===== src/rtl/symbiface_ps2_mouse_rx_pkg.sv =====
// Shared types and bus layout for the PS/2 mouse receiver.
package symbiface_ps2_mouse_rx_pkg;

  typedef enum logic [1:0] {
    IDLE   = 2'd0,
    DATA   = 2'd1,
    PARITY = 2'd2,
    STOP   = 2'd3
  } frame_state_e;

  localparam int unsigned MS_STATUS_LSB   = 0;
  localparam int unsigned MS_STATUS_MSB   = 7;
  localparam int unsigned MS_DX_LSB       = 8;
  localparam int unsigned MS_DX_MSB       = 15;
  localparam int unsigned MS_DY_LSB       = 16;
  localparam int unsigned MS_DY_MSB       = 23;
  localparam int unsigned MS_TOGGLE       = 24;
  localparam int unsigned STATUS_SYNC_BIT = 3;

  localparam int unsigned DEF_FILTER_LEN = 8;
  localparam int unsigned DEF_TIMEOUT    = 100000;

endpackage


===== src/rtl/symbiface_ps2_mouse_rx_line_filter.sv =====
// Two-FF synchroniser followed by a run-length glitch filter; idles high.
module ps2_line_filter
  import symbiface_ps2_mouse_rx_pkg::*;
#(
  parameter int unsigned FILTER_LEN = DEF_FILTER_LEN
) (
  input  logic clk_i,
  input  logic rst_ni,
  input  logic pin_i,
  output logic level_o
);

  localparam int unsigned CW = $clog2(FILTER_LEN + 1);

  logic [1:0]    sync_q;
  logic          level_q, level_d;
  logic [CW-1:0] cnt_q, cnt_d;

  // The counter holds the number of differing samples seen so far; the
  // FILTER_LEN-th consecutive one flips the level.
  always_comb begin
    level_d = level_q;
    cnt_d   = '0;
    if (sync_q[1] != level_q) begin
      if (cnt_q == CW'(FILTER_LEN - 1)) begin
        level_d = sync_q[1];
      end else begin
        cnt_d = cnt_q + CW'(1);
      end
    end
  end

  always_ff @(posedge clk_i) begin
    if (!rst_ni) begin
      sync_q  <= '1;
      level_q <= 1'b1;
      cnt_q   <= '0;
    end else begin
      sync_q  <= {sync_q[0], pin_i};
      level_q <= level_d;
      cnt_q   <= cnt_d;
    end
  end

  assign level_o = level_q;

endmodule


===== src/rtl/symbiface_ps2_mouse_rx.sv =====
// PS/2 mouse receiver: deframes 11-bit frames and assembles 3-byte packets.
module symbiface_ps2_mouse_rx
  import symbiface_ps2_mouse_rx_pkg::*;
#(
  parameter int unsigned FILTER_LEN = DEF_FILTER_LEN,
  parameter int unsigned TIMEOUT    = DEF_TIMEOUT
) (
  input  logic        clk_sys,
  input  logic        reset_n,
  input  logic        ps2_clk,
  input  logic        ps2_data,
  output logic [24:0] ps2_mouse,
  output logic        frame_err
);

  localparam int unsigned TW = $clog2(TIMEOUT);

  logic clk_f, data_f, clk_prev_q, fall;

  ps2_line_filter #(.FILTER_LEN(FILTER_LEN)) u_clk_filt (
    .clk_i(clk_sys), .rst_ni(reset_n), .pin_i(ps2_clk), .level_o(clk_f)
  );

  ps2_line_filter #(.FILTER_LEN(FILTER_LEN)) u_data_filt (
    .clk_i(clk_sys), .rst_ni(reset_n), .pin_i(ps2_data), .level_o(data_f)
  );

  assign fall = clk_prev_q & ~clk_f;

  frame_state_e  state_q, state_d;
  logic [2:0]    bitcnt_q, bitcnt_d;
  logic [7:0]    shreg_q, shreg_d;
  logic          parity_q, parity_d;
  logic [1:0]    idx_q, idx_d;
  logic [7:0]    status_q, status_d;
  logic [7:0]    dx_q, dx_d;
  logic [24:0]   mouse_q, mouse_d;
  logic          err_q, err_d;
  logic [TW-1:0] tmo_q, tmo_d;

  always_comb begin
    state_d  = state_q;
    bitcnt_d = bitcnt_q;
    shreg_d  = shreg_q;
    parity_d = parity_q;
    idx_d    = idx_q;
    status_d = status_q;
    dx_d     = dx_q;
    mouse_d  = mouse_q;
    err_d    = 1'b0;
    tmo_d    = '0;
    if (fall) begin
      unique case (state_q)
        IDLE: begin
          if (!data_f) begin
            state_d  = DATA;
            bitcnt_d = '0;
          end
        end
        DATA: begin
          shreg_d  = {data_f, shreg_q[7:1]};
          bitcnt_d = bitcnt_q + 3'd1;
          if (bitcnt_q == 3'd7) state_d = PARITY;
        end
        PARITY: begin
          parity_d = data_f;
          state_d  = STOP;
        end
        STOP: begin
          state_d = IDLE;
          if (data_f && (^shreg_q ^ parity_q)) begin
            unique case (idx_q)
              2'd0: begin
                if (shreg_q[STATUS_SYNC_BIT]) begin
                  status_d = shreg_q;
                  idx_d    = 2'd1;
                end else begin
                  err_d = 1'b1;
                end
              end
              2'd1: begin
                dx_d  = shreg_q;
                idx_d = 2'd2;
              end
              default: begin
                mouse_d[MS_STATUS_MSB:MS_STATUS_LSB] = status_q;
                mouse_d[MS_DX_MSB:MS_DX_LSB]         = dx_q;
                mouse_d[MS_DY_MSB:MS_DY_LSB]         = shreg_q;
                mouse_d[MS_TOGGLE]                   = ~mouse_q[MS_TOGGLE];
                idx_d                                = 2'd0;
              end
            endcase
          end else begin
            err_d = 1'b1;
            idx_d = 2'd0;
          end
        end
        default: state_d = IDLE;
      endcase
    end else if (state_q != IDLE || idx_q != 2'd0) begin
      // A strobe always takes priority over the limit, hence the else-branch.
      if (tmo_q == TW'(TIMEOUT - 1)) begin
        state_d = IDLE;
        idx_d   = 2'd0;
      end else begin
        tmo_d = tmo_q + TW'(1);
      end
    end
  end

  always_ff @(posedge clk_sys) begin
    if (!reset_n) begin
      clk_prev_q <= 1'b1;
      state_q    <= IDLE;
      bitcnt_q   <= '0;
      shreg_q    <= '0;
      parity_q   <= 1'b0;
      idx_q      <= '0;
      status_q   <= '0;
      dx_q       <= '0;
      mouse_q    <= '0;
      err_q      <= 1'b0;
      tmo_q      <= '0;
    end else begin
      clk_prev_q <= clk_f;
      state_q    <= state_d;
      bitcnt_q   <= bitcnt_d;
      shreg_q    <= shreg_d;
      parity_q   <= parity_d;
      idx_q      <= idx_d;
      status_q   <= status_d;
      dx_q       <= dx_d;
      mouse_q    <= mouse_d;
      err_q      <= err_d;
      tmo_q      <= tmo_d;
    end
  end

  assign ps2_mouse = mouse_q;
  assign frame_err = err_q;

endmodule


===== config.mk =====
export PLATFORM = sky130hd
export DESIGN_NAME = symbiface_ps2_mouse_rx
export DESIGN_NICKNAME = d
export VERILOG_FILES = /design/src/rtl/symbiface_ps2_mouse_rx_pkg.sv /design/src/rtl/symbiface_ps2_mouse_rx_line_filter.sv /design/src/rtl/symbiface_ps2_mouse_rx.sv
export SDC_FILE = /design/constraint.sdc
export NUM_CORES = 1
export LEC_CHECK = 0
export ABC_AREA = 0
export CORE_MARGIN = 2
export CORE_UTILIZATION = 30
export DETAILED_ROUTE_END_ITERATION = 7
export PLACE_DENSITY_LB_ADDON = 0.3
export SLEW_MARGIN = 15
export SYNTH_ARGS = -nofsm -noshare
export SYNTH_HDL_FRONTEND = slang
export SYNTH_HIERARCHICAL = 1
export SYNTH_SLANG_ARGS = --single-unit

===== constraint.sdc =====
create_clock -name clk_sys -period 2.25 [get_ports clk_sys]
set_input_delay 0.3375 -clock clk_sys [delete_from_list [all_inputs] [get_ports clk_sys]]
set_output_delay 0.3375 -clock clk_sys [all_outputs]
set_load 0.01 [all_outputs]

# Word-level counts from Yosys, hierarchy flattened
# Index checks and enable logic that the tools add are counted.
# totals
ff_bits	90
in_bits	4
word_cells	86
# classes
n_addsub	4
n_eq_ne	15
n_mux	16
bitwise_logic	9
reduce_logical	25
# op_table
cell	n
$mux W2	9
$add A17 B1 Y17 const B	1
$eq A17 B17 Y1 const B	1
$reduce_and A4 Y1	4
$reduce_bool A2 Y1	5
$add A4 B1 Y4 const B	2
$eq A4 B3 Y1 const B	2
$pmux W2 S4	1
$reduce_and A2 Y1	4
$reduce_xor A8 Y1	1
$not A1 Y1	7
$ne A3 B3 Y1 const B	2
$pmux W3 S2	1
$reduce_and A3 Y1	2
$reduce_or A3 Y1	2
$reduce_and A5 Y1	1
$eq A2 B1 Y1 const B	2
$eq A2 B2 Y1 const B	2
$logic_not A2 Y1	2
$ne A4 B4 Y1 const B	1
$pmux W2 S2	1
$reduce_or A4 Y1	1
$add A3 B1 Y3 const B	1
$eq A3 B3 Y1 const B	1
10 further kinds	13

# Logic depth before layout (Yosys ltp)
# Gate-level depths: netlist of run 1.
# logic_depth
ltp_word	6
mapped_depth	6
mapped_depth_nobuf	6

# Modules after synthesis
# Netlist of run 1, hierarchy kept.
# by_module_without_submodules
mod	n_inst	cells_per_inst	area_per_inst_um2	seq_area_each_um2
symbiface_ps2_mouse_rx	1	332	3388.2	1521.5
ps2_line_filter	2	23	245.2	140.1

# Least setup slack after synthesis of run 1
# No wires, ideal clock.
# synth_path
path_type	register -> register
from	register shreg_q[6]
to	register mouse_q[10], in the netlist ps2_mouse[10]
arrival_time_ns	1.785
required_time_ns	2.178
slack_ns	0.393
stages_incl_launch_ff	6
n_path_buf	1
cell_sequence	dfxtp_1 > xor2_1 > xnor3_2 > mux2i_4 > buf_12 > mux2i_1
# synth_via
elab_chain_cells	4
# synth_rtl
element	line_no	text
start: declaration	symbiface_ps2_mouse_rx.sv:32	logic [7:0] shreg_q, shreg_d;
start signal: assignment	symbiface_ps2_mouse_rx.sv:128	shreg_q <= shreg_d;
$reduce_xor A8 Y1	symbiface_ps2_mouse_rx.sv:71	if (data_f && (^shreg_q ^ parity_q)) begin
$xor A1 B1 Y1	symbiface_ps2_mouse_rx.sv:71	
$logic_and A1 B1 Y1	symbiface_ps2_mouse_rx.sv:71	
$reduce_and A4 Y1 (no line)	-	
end signal: assignment	symbiface_ps2_mouse_rx.sv:133	mouse_q <= mouse_d;
end: declaration	symbiface_ps2_mouse_rx.sv:37	logic [24:0] mouse_q, mouse_d;
# No other way between the ends.
# A chain may end at the register's enable or synchronous reset.

# Worst setup path in the final report of run 1
# layout_path
from	register shreg_q[6]
to	register status_q[6]
# layout_via
elab_chain_cells	4
# layout_rtl
element	line_no	text
$reduce_xor A8 Y1	symbiface_ps2_mouse_rx.sv:71	
$xor A1 B1 Y1	symbiface_ps2_mouse_rx.sv:71	
$logic_and A1 B1 Y1	symbiface_ps2_mouse_rx.sv:71	
$reduce_and A5 Y1 (no line)	-	
end signal: assignment	symbiface_ps2_mouse_rx.sv:131	status_q <= status_d;
end: declaration	symbiface_ps2_mouse_rx.sv:35	logic [7:0] status_q, status_d;
# Parallel ways exist; a longest one is shown, timed or not.

==> impl_results.md, run 1 <==
* Async S/R FF share, synth at 0%
* CTS clk-pin slew, worst paths at 0.06 ns
* Horiz. Die Dim at 117.7 um
* CTS root buf: clkbuf_16
* FILL cells at 1316
* Via count at 2614
* Slew @ Worst Pin at 0.5602 ns
* Clock buffer depth at 2
* DRT Pass-1 Iters at 4
* Commonest non-fill, non-tap cell in the layout: dfxtp_1
* Num CTS Buffers at 9
* H-Tree Depth at 3
* Synth warn at 6
* Synth cell types at 47
* DR DRC count at 0
* Via/cell ratio at 4.476
* Setup crit end: status_q[6]
* Core ar. at 12620 um^2
* Area Growth Syn to Fin at 19.10%
* Hold-fix buffers, CTS at 0
* CP Launch Point: shreg_q[6]
* Seq cells post-synth at 90
* Crit. End Element: register
* Lkg Pwr at 1.872 nW
* Worst hold slack at 0.3597 ns
* Drt initial violations at 128
* Register area at 1802 um^2
* Setup_tns at 0 ns
* CP Class: register to register
* R2R Path End: status_q[6]
* Worst Reg-to-Reg Cells at 4
* Area taken by multi-input logic gates at 1912 um^2
* Post-route cell area at 4619 um^2
* DIE HEIGHT at 117.7 um
* Period utilization at 85.74%
* Post-Syn Instances at 378
* Top-level port count at 30
* NumNets Final at 421
* Top FF cell, synth: dfxtp_1
* First-pass GRT wire length at 11990 um
* Row Count at 41
* Die area at 13850 um^2
* Final WL at 6873 um
* Worst EP required at 2.52 ns
* Max Cap Viol at 0
* CTS tree: yes
* Hold depth at 2
* Synthesized net count at 392
* Most frequent cells in the layout: dfxtp_1 (90), nand2_1 (62), mux2i_1 (53), clkdlybuf4s50_1 (28), nor2_1 (21)
* CP Max Fanout at 9
* Worst VDD drop at 0.0003718 V
* Power density cells at 706.5 nW/um^2
* GRT overflow at 0
* # Post-CTS Setup Buffers at 0
* Vias in the first global route at 2626
* Share of layout cells above drive strength 1 at 7.282%
* Max Slew Vio Count at 0
* Pre-CTS WS at 0.3205 ns
* Fin worst setup slack at 0.3208 ns
* Seq/Total Area, Yosys at 46.45%
* Post-route core utilization at 36.61%
* Worst-Skew Late Latency at 0.34 ns
* R2R Setup Slk at 0.32 ns
* Hold crit path type: input pin to register
* Resized Gates After CTS at 0
* Critical R2R Launch: shreg_q[6]
* Synthesized area at 3879 um^2
* Post-synth EDFFs at 0
* Unrepaired setup endpoints after global routing: false
* Outcome: completed
* Clock Skews at 0.01223 ns
* Largest net degree at the start of global routing at 36
* CP startpoint kind: register
* Mean Syn Cell Area at 10.26 um^2
* CP Data Arrival Time at 2.20 ns
* Clock sinks at 90
* Placed Area at 4292 um^2
* Min Tclk post-route at 1.929 ns
* Final hold vios at 0
* Post-route ant nets at 0
* Final-report setup violation count at 0
* IO Port Bufs at 29
* GR Util All Layers at 10.48%
* Slew headroom at 62.32%
* Max frequency at 518.4 MHz
* Starting density of the core at 30.74%
* Initial antenna violation count at 0
* Diode count at 0
* Routability cong. at 0.7171
* Hpwl dp at 4838 um
* DR WL/cell at 11.77 um
layout make-up:
class	instances	share of cell area, %
Multi-Input combinational cell	267	41.39
Sequential cell	90	39.00
Timing Repair Buffer	33	7.367
Clock buffer	11	5.255
Tap cell	172	4.659
Clock inverter	5	1.842
Inverter	6	0.4875
logic make-up (layout without fill, tap and decap cells):
logic type	count (synthesis)	after routing	synth area share (%)
buffers and inverters	21	55	4.258
flip-flops	90	90	46.45
multiplexers	56	56	15.42
adder cells (fa/ha/maj)	10	10	3.226
AND/OR/NAND/NOR	153	153	19.58
XOR/XNOR	24	24	6.581
AO/OA/AOI/OAI	24	24	4.484
stage by stage:
stage	total power, W	cells
floorplan	0.001668	378
finish	0.003264	584
global placement	0.001675	568
CTS	0.003313	584
global route	0.003371	584
detailed placement	0.001676	568
power by group:
part	switching [W]	internal, W	total [W]	leakage (nW)
Clock	0.000615	0.00101	0.00162	0.156
Sequential	0.00000209	0.00160	0.00160	0.726
Combinational	0.0000244	0.0000157	0.0000401	0.990
Total	0.000642	0.00262	0.00326	1.87
Yosys cell counts (all sizes together) (2+ instances only):
master	instances	area, um^2
xnor3	2	46.29
nor2b	13	81.33
a21boi	5	37.54
and2	2	12.51
clkbuf	8	50.05
o21ai	3	15.01
nand2b	9	56.30
and3b	2	17.52
nor2	21	78.83
xnor2	7	61.31
o211ai	3	22.52
ha	10	125.1
nor3	4	20.02
dlygate4sd3	3	30.03
nor3b	2	15.01
and4	3	26.28
dfxtp	90	1802
buf	3	51.30
xor2	14	122.6
or3	5	31.28
nand2	62	232.7
nand4	6	37.54
o21a	2	15.01
and3	4	27.52
nand3	11	55.05
a21oi	5	25.02
mux2i	56	598.1
inv	6	22.52
nand3b	4	30.03
critical path: stages (launching register included):
cell,delay (ns)
dfxtp_1,0.38
xor2_1,0.19
xnor3_2,0.57
mux2i_4,0.48
mux2i_1,0.24
metal layers:
metal | vias up | track usage [%] | routed length [um]
met5 | - | 0 | 0
met4 | 0 | 3.991 | 99
met3 | 10 | 3.149 | 252
met2 | 38 | 17.11 | 3281
met1 | 1209 | 12.99 | 3239
li1 | 1357 | - | -
flip-flops by register name, indices dropped and copies added, names as in the netlist, 3 cells and up:
signal / flops
ps2_mouse: 25
tmo_q: 17
dx_q: 8
shreg_q: 8
status_q: 8
u_clk_filt/cnt_q: 4
u_data_filt/cnt_q: 4
bitcnt_q: 3
worst min path at each step:
| stage | from | end | slack (ns) |
|---|---|---|---|
| after global placement | u_data_filt/sync_q[0] | u_data_filt/sync_q[1] | 0.40 |
| after global routing | reset_n | u_data_filt/sync_q[0] | 0.39 |
| final | reset_n | u_data_filt/sync_q[0] | 0.36 |
| after floorplan | u_clk_filt/sync_q[0] | u_clk_filt/sync_q[1] | 0.39 |
| after CTS | reset_n | u_data_filt/sync_q[0] | 0.36 |
| after detailed placement | u_data_filt/sync_q[0] | u_data_filt/sync_q[1] | 0.40 |
Power figures use the tool's default switching activity.
==> inputs of run 2 (changes only) <==
Settings changed: PLACE_DENSITY_LB_ADDON 0.3 to not set.
==> impl_results.md, run 2 (synthesis gave the netlist of run 1 again) <==
* GRT overflow at 0 (unchanged)
* CP Max Fanout at 25 (+16)
* Clock Skews at 0.006899 ns (-0.005330 ns)
* CP peak stage delay at 0.52 ns (-0.05 ns)
* DR DRC count at 0 (unchanged)
* Post-route core utilization at 36.73% (+0.13 points)
* Setup_tns at 0 ns (unchanged)
* Power density cells at 698.3 nW/um^2 (-1.2%)
* Num CTS Buffers at 9 (unchanged)
* Starting density of the core at 30.74% (unchanged)
* Clock sinks at 90 (unchanged)
* Largest net degree at the start of global routing at 37 (+2.8%)
* CP Class: register to register
* DRT Pass-1 Iters at 4 (unchanged)
* Worst VDD drop at 0.0003776 V (+1.6%)
* Placed Instances at 573 (+0.88%)
* Core ar. at 12620 um^2 (unchanged)
* Max frequency at 536.9 MHz (+3.6%)
* Routability cong. at 0.7412 (+3.4%)
* IO Port Bufs at 29 (unchanged)
* Drt initial violations at 91 (-29%)
* DR WL/cell at 11.49 um (-2.4%)
* Hold-fix buffers, CTS at 0 (unchanged)
* First-pass GRT wire length at 12140 um (+1.3%)
* Clock buffer depth at 2 (unchanged)
* Slew @ Worst Pin at 0.6307 ns (+0.07056 ns)
* CP Data Arrival Time at 2.09 ns (-0.11 ns)
* DIE HEIGHT at 117.7 um (unchanged)
* Crit. End Element: register
* Share of layout cells above drive strength 1 at 8.393% (+1.1 points)
* Row Count at 41 (unchanged)
* Slew headroom at 57.95% (-4.4 points)
* Via/cell ratio at 4.467 (-0.20%)
* CTS root buf: clkbuf_16
* Max Cap Viol at 0 (unchanged)
* Outcome: completed
* Layout Cells excl Fill at 589 (+0.86%)
* Diode count at 0 (unchanged)
* Resized Gates After CTS at 0 (unchanged)
* Die area at 13850 um^2 (unchanged)
* Lkg Pwr at 1.887 nW (+0.79%)
* Min Tclk post-route at 1.862 ns (-0.06671 ns)
* GR Util All Layers at 10.68% (+0.19 points)
* CTS clk-pin slew, worst paths at 0.07 ns (about the same)
* Max reg flops at 25 (unchanged)
* Post-route ant nets at 0 (unchanged)
* Critical Path Slowest Stage Cell: xor3_2
* Worst-Skew Late Latency at 0.34 ns (about the same)
* Final hold vios at 0 (unchanged)
* NumNets Final at 426 (+1.2%)
* Final-report setup violation count at 0 (unchanged)
* Vias in the first global route at 2656 (+1.1%)
* Final WL at 6768 um (-1.5%)
* Commonest non-fill, non-tap cell in the layout: dfxtp_1
* # Post-CTS Setup Buffers at 0 (unchanged)
* Area Growth Syn to Fin at 19.52%
* FILL cells at 1309 (-0.53%)
* Hpwl dp at 4805 um (-0.68%)
* Worst EP required at 2.48 ns (-0.04 ns)
* CTS tree: yes
* Horiz. Die Dim at 117.7 um (unchanged)
* Max Slew Vio Count at 0 (unchanged)
* Cell Chain, Critical Path: xor3_2 -> nor3_1 -> mux2i_4 -> buf_12 -> mux2i_1
* Initial antenna violation count at 0 (unchanged)
* Most frequent cells in the layout: dfxtp_1 (90), nand2_1 (62), mux2i_1 (53), clkdlybuf4s50_1 (28), nor2_1 (21)
* Top-level port count at 30 (unchanged)
* H-Tree Depth at 3 (unchanged)
* Via count at 2631 (+0.65%)
* CP startpoint kind: register
* Unrepaired setup endpoints after global routing: false
* Period utilization at 82.78% (-3.0 points)
* Hold crit path type: register to register
run 2: cell types whose count changed in the layout (fill, tap and decap cells not counted), sizes merged:
cell / before / now
clkinv: 1 / 2
clkbuf: 11 / 10
buf: 5 / 10
run 2: cell type report:
cell class / instances / area [um^2] / share of cell area [%]
multi-input cells: 267 / 1912 / 41.24
well taps: 172 / 215.2 / 4.642
flip-flops and latches: 90 / 1802 / 38.87
clock buffers: 10 / 229.0 / 4.939
clock inverters: 6 / 90.09 / 1.943
inverters: 6 / 22.52 / 0.4858
repair buffers: 38 / 365.4 / 7.881
run 2: worst max-delay path: cells and delay by family (launching register included):
| family | cells | cell delay [ns] |
|---|---|---|
| flip-flops | 1 | 0.44 |
| multiplexers | 2 | 0.26 |
| XOR/XNOR | 1 | 0.52 |
| buffers and inverters | 1 | 0.19 |
| AND/OR/NAND/NOR | 1 | 0.32 |
run 2: report_power, final:
group	switching, W	total, W	internal (W)
clock network	0.000620	0.00160	0.000977
registers	0.00000210	0.00160	0.00160
logic	0.0000241	0.0000408	0.0000167
total	0.000647	0.00324	0.00259
run 2: final timing paths:
| kind | from | to | slack [ns] | cells after the start |
|---|---|---|---|---|
| max | shreg_q[3] | ps2_mouse[22] | 0.39 | 5 |
| min reg2reg | u_clk_filt/sync_q[0] | u_clk_filt/sync_q[1] | 0.40 | 1 |
| min | u_clk_filt/sync_q[0] | u_clk_filt/sync_q[1] | 0.40 | 1 |
| max reg2reg | shreg_q[3] | ps2_mouse[22] | 0.39 | 5 |
run 2: routing by layer:
layer  up-vias  GRT usage [%]  wire length [um]
li1       1355              -                 -
met1      1225          12.87              3261
met2        40          17.66              3134
met3        11          3.488               260
met4         0          4.066               111
met5         -              0                 0
run 2: through the flow:
step	cell area (um^2)	power [W]	hold WS, ns	setup slack, ns
after floorplan	3879	0.001668	0.3863	0.3933
after global placement	4317	0.001676	0.3897	0.3928
after detailed placement	4317	0.001677	0.3918	0.3788
after CTS	4636	0.003277	0.4096	0.3732
after global routing	4636	0.003355	0.4510	0.2039
final	4636	0.003237	0.4048	0.3875
==> inputs of run 3 (changes only) <==
Clock period 2.25 ns to 1.8 ns, I/O delays scaled along.
==> impl_results.md, run 3 (synthesis gave the netlist of run 1 again) <==
* Initial antenna violation count at 0 (unchanged)
* Routability cong. at 0.7515 (+1.4%)
* Clock buffer depth at 2 (unchanged)
* Total chip power at 0.003899 W (+20%)
* DIE HEIGHT at 117.7 um (unchanged)
* Final-report setup violation count at 0 (unchanged)
* Most frequent cells in the layout: dfxtp_1 (85), nand2_1 (62), mux2i_1 (53), clkdlybuf4s50_1 (28), nor2_1 (21)
* Final hold vios at 0 (unchanged)
* GRT overflow at 0 (unchanged)
* DRT Pass-1 Iters at 4 (unchanged)
* Max frequency at 561.2 MHz (+4.5%)
* Largest net degree at the start of global routing at 30 (-19%)
* Top-level port count at 30 (unchanged)
* Diode count at 0 (unchanged)
* Layout Cells excl Fill at 605 (+2.7%)
* Hpwl dp at 5002 um (+4.1%)
* Commonest non-fill, non-tap cell in the layout: dfxtp_1
* Worst EP required at 2.08 ns (-0.40 ns)
* FILL cells at 1276 (-2.5%)
* Starting density of the core at 30.74% (unchanged)
* Clock Skews at 0.008374 ns (+0.001474 ns)
* First-pass GRT wire length at 12170 um (+0.28%)
* CP startpoint kind: register
* CP Class: register to register
* Post-route cell area at 4870 um^2 (+5.0%)
* Horiz. Die Dim at 117.7 um (unchanged)
* DR WL/cell at 11.90 um (+3.6%)
* Post-route ant nets at 0 (unchanged)
* Cell Chain, Critical Path: xnor2_1 -> xnor3_2 -> buf_4 -> mux2i_4 -> buf_12 -> mux2i_1
* CTS clk-pin slew, worst paths at 0.07 ns (about the same)
* Worst-Skew Late Latency at 0.34 ns (about the same)
* Slew @ Worst Pin at 0.5489 ns (-0.08183 ns)
* Crit. End Element: register
* Row Count at 41 (unchanged)
* Placed Instances at 582 (+1.6%)
* Share of layout cells above drive strength 1 at 14.09% (+5.7 points)
* Slew headroom at 63.33% (+5.4 points)
* Via/cell ratio at 4.445 (-0.50%)
* CP Data Arrival Time at 2.06 ns (-0.03 ns)
* CP peak stage delay at 0.53 ns (about the same)
* Via count at 2689 (+2.2%)
* Clock sinks at 90 (unchanged)
* Fin worst setup slack at 0.01815 ns (-0.3694 ns)
* Min Tclk post-route at 1.782 ns (-0.08061 ns)
* Pre-CTS WS at -0.02842 ns (-0.4072 ns)
* Placed Area at 4447 um^2 (+3.0%)
* Core ar. at 12620 um^2 (unchanged)
* Vias in the first global route at 2533 (-4.6%)
* NumNets Final at 442 (+3.8%)
* Max reg flops at 25 (unchanged)
* Hold crit path type: input pin to register
* DR DRC count at 0 (unchanged)
* Power density cells at 800.7 nW/um^2 (+15%)
* Outcome: completed
* Num CTS Buffers at 9 (unchanged)
* Max Slew Vio Count at 0 (unchanged)
* Period utilization at 98.99% (+16 points)
* Critical Path Slowest Stage Cell: xnor3_2
* CP Max Fanout at 9 (-64%)
* CTS root buf: clkbuf_16
* Unrepaired setup endpoints after global routing: true
* Max Cap Viol at 0 (unchanged)
* Die area at 13850 um^2 (unchanged)
* Worst VDD drop at 0.0004245 V (+12%)
* Final WL at 7201 um (+6.4%)
* Drt initial violations at 125 (+37%)
* IO Port Bufs at 29 (unchanged)
* CTS tree: yes
* H-Tree Depth at 3 (unchanged)
* Area Growth Syn to Fin at 25.55%
* GR Util All Layers at 10.73% (+0.051 points)
* Lkg Pwr at 1.995 nW (+5.7%)
-- run 3: changes by cell type in the layout (fill, tap and decap cells not counted), sizes merged --
cell	change
inv	+4
clkinv	-2
clkbuf	+1
buf	+15
bufinv	-2
-- run 3: final timing paths --
path	startpoint	to	slack [ns]	depth (start not counted)
min reg2reg	u_data_filt/sync_q[0]	u_data_filt/sync_q[1]	0.41	1
min	reset_n	u_clk_filt/sync_q[1]	0.37	2
max	shreg_q[1]	dx_q[1]	0.02	6
max reg2reg	shreg_q[1]	dx_q[1]	0.02	6
-- run 3: routing by layer --
layer  part of all wire (%)  track usage (%)
met1                     46            12.59
met2                     49            18.20
met3                    3.0            3.149
met4                    1.6            4.518
met5                      0                0
-- run 3: repair_timing --
| item | 4_1_cts | 5_1_grt |
|---|---|---|
| pin swaps | 0 | 4 |
| setup buffers | 3 | 3 |
| resized for setup | 1 | 7 |
| cloned | 0 | 1 |
| hold buffers | 0 | 0 |
| endpoints found under the setup margin | 24 | 33 |
-- run 3: worst max-delay path: cells and delay by family (launching register included) --
kind	cells	cell delay, ns
mux	2	0.37
buf+inv	2	0.34
xor+xnor	2	0.68
flops	1	0.33
-- run 3: layout make-up --
| cell class | instances | area, um^2 | area share (%) |
|---|---|---|---|
| Tap cell | 172 | 215.2 | 4.419 |
| Clock buffer | 10 | 239.0 | 4.907 |
| Inverter | 6 | 22.52 | 0.4625 |
| Sequential cell | 90 | 1808 | 37.13 |
| Clock inverter | 6 | 56.30 | 1.156 |
| Multi-Input combinational cell | 267 | 1951 | 40.06 |
| Timing Repair Buffer | 54 | 578.1 | 11.87 |
-- run 3: metrics by stage --
stage               util [%]  TNS, ns  hold WS, ns
finish                 38.59        0       0.3709
global route           38.59  -0.5575       0.4055
CTS                    37.89        0       0.3797
detailed placement     35.24  -0.1546       0.3916
global placement       35.24        0       0.3952
floorplan                  -  -0.2645       0.3319
-- run 3: where the power goes --
group          internal (W)  switching, W  total [W]
sequential          0.00200    0.00000242    0.00200
clock               0.00101      0.000837    0.00185
combinational     0.0000237     0.0000323  0.0000560
total               0.00303      0.000872    0.00390
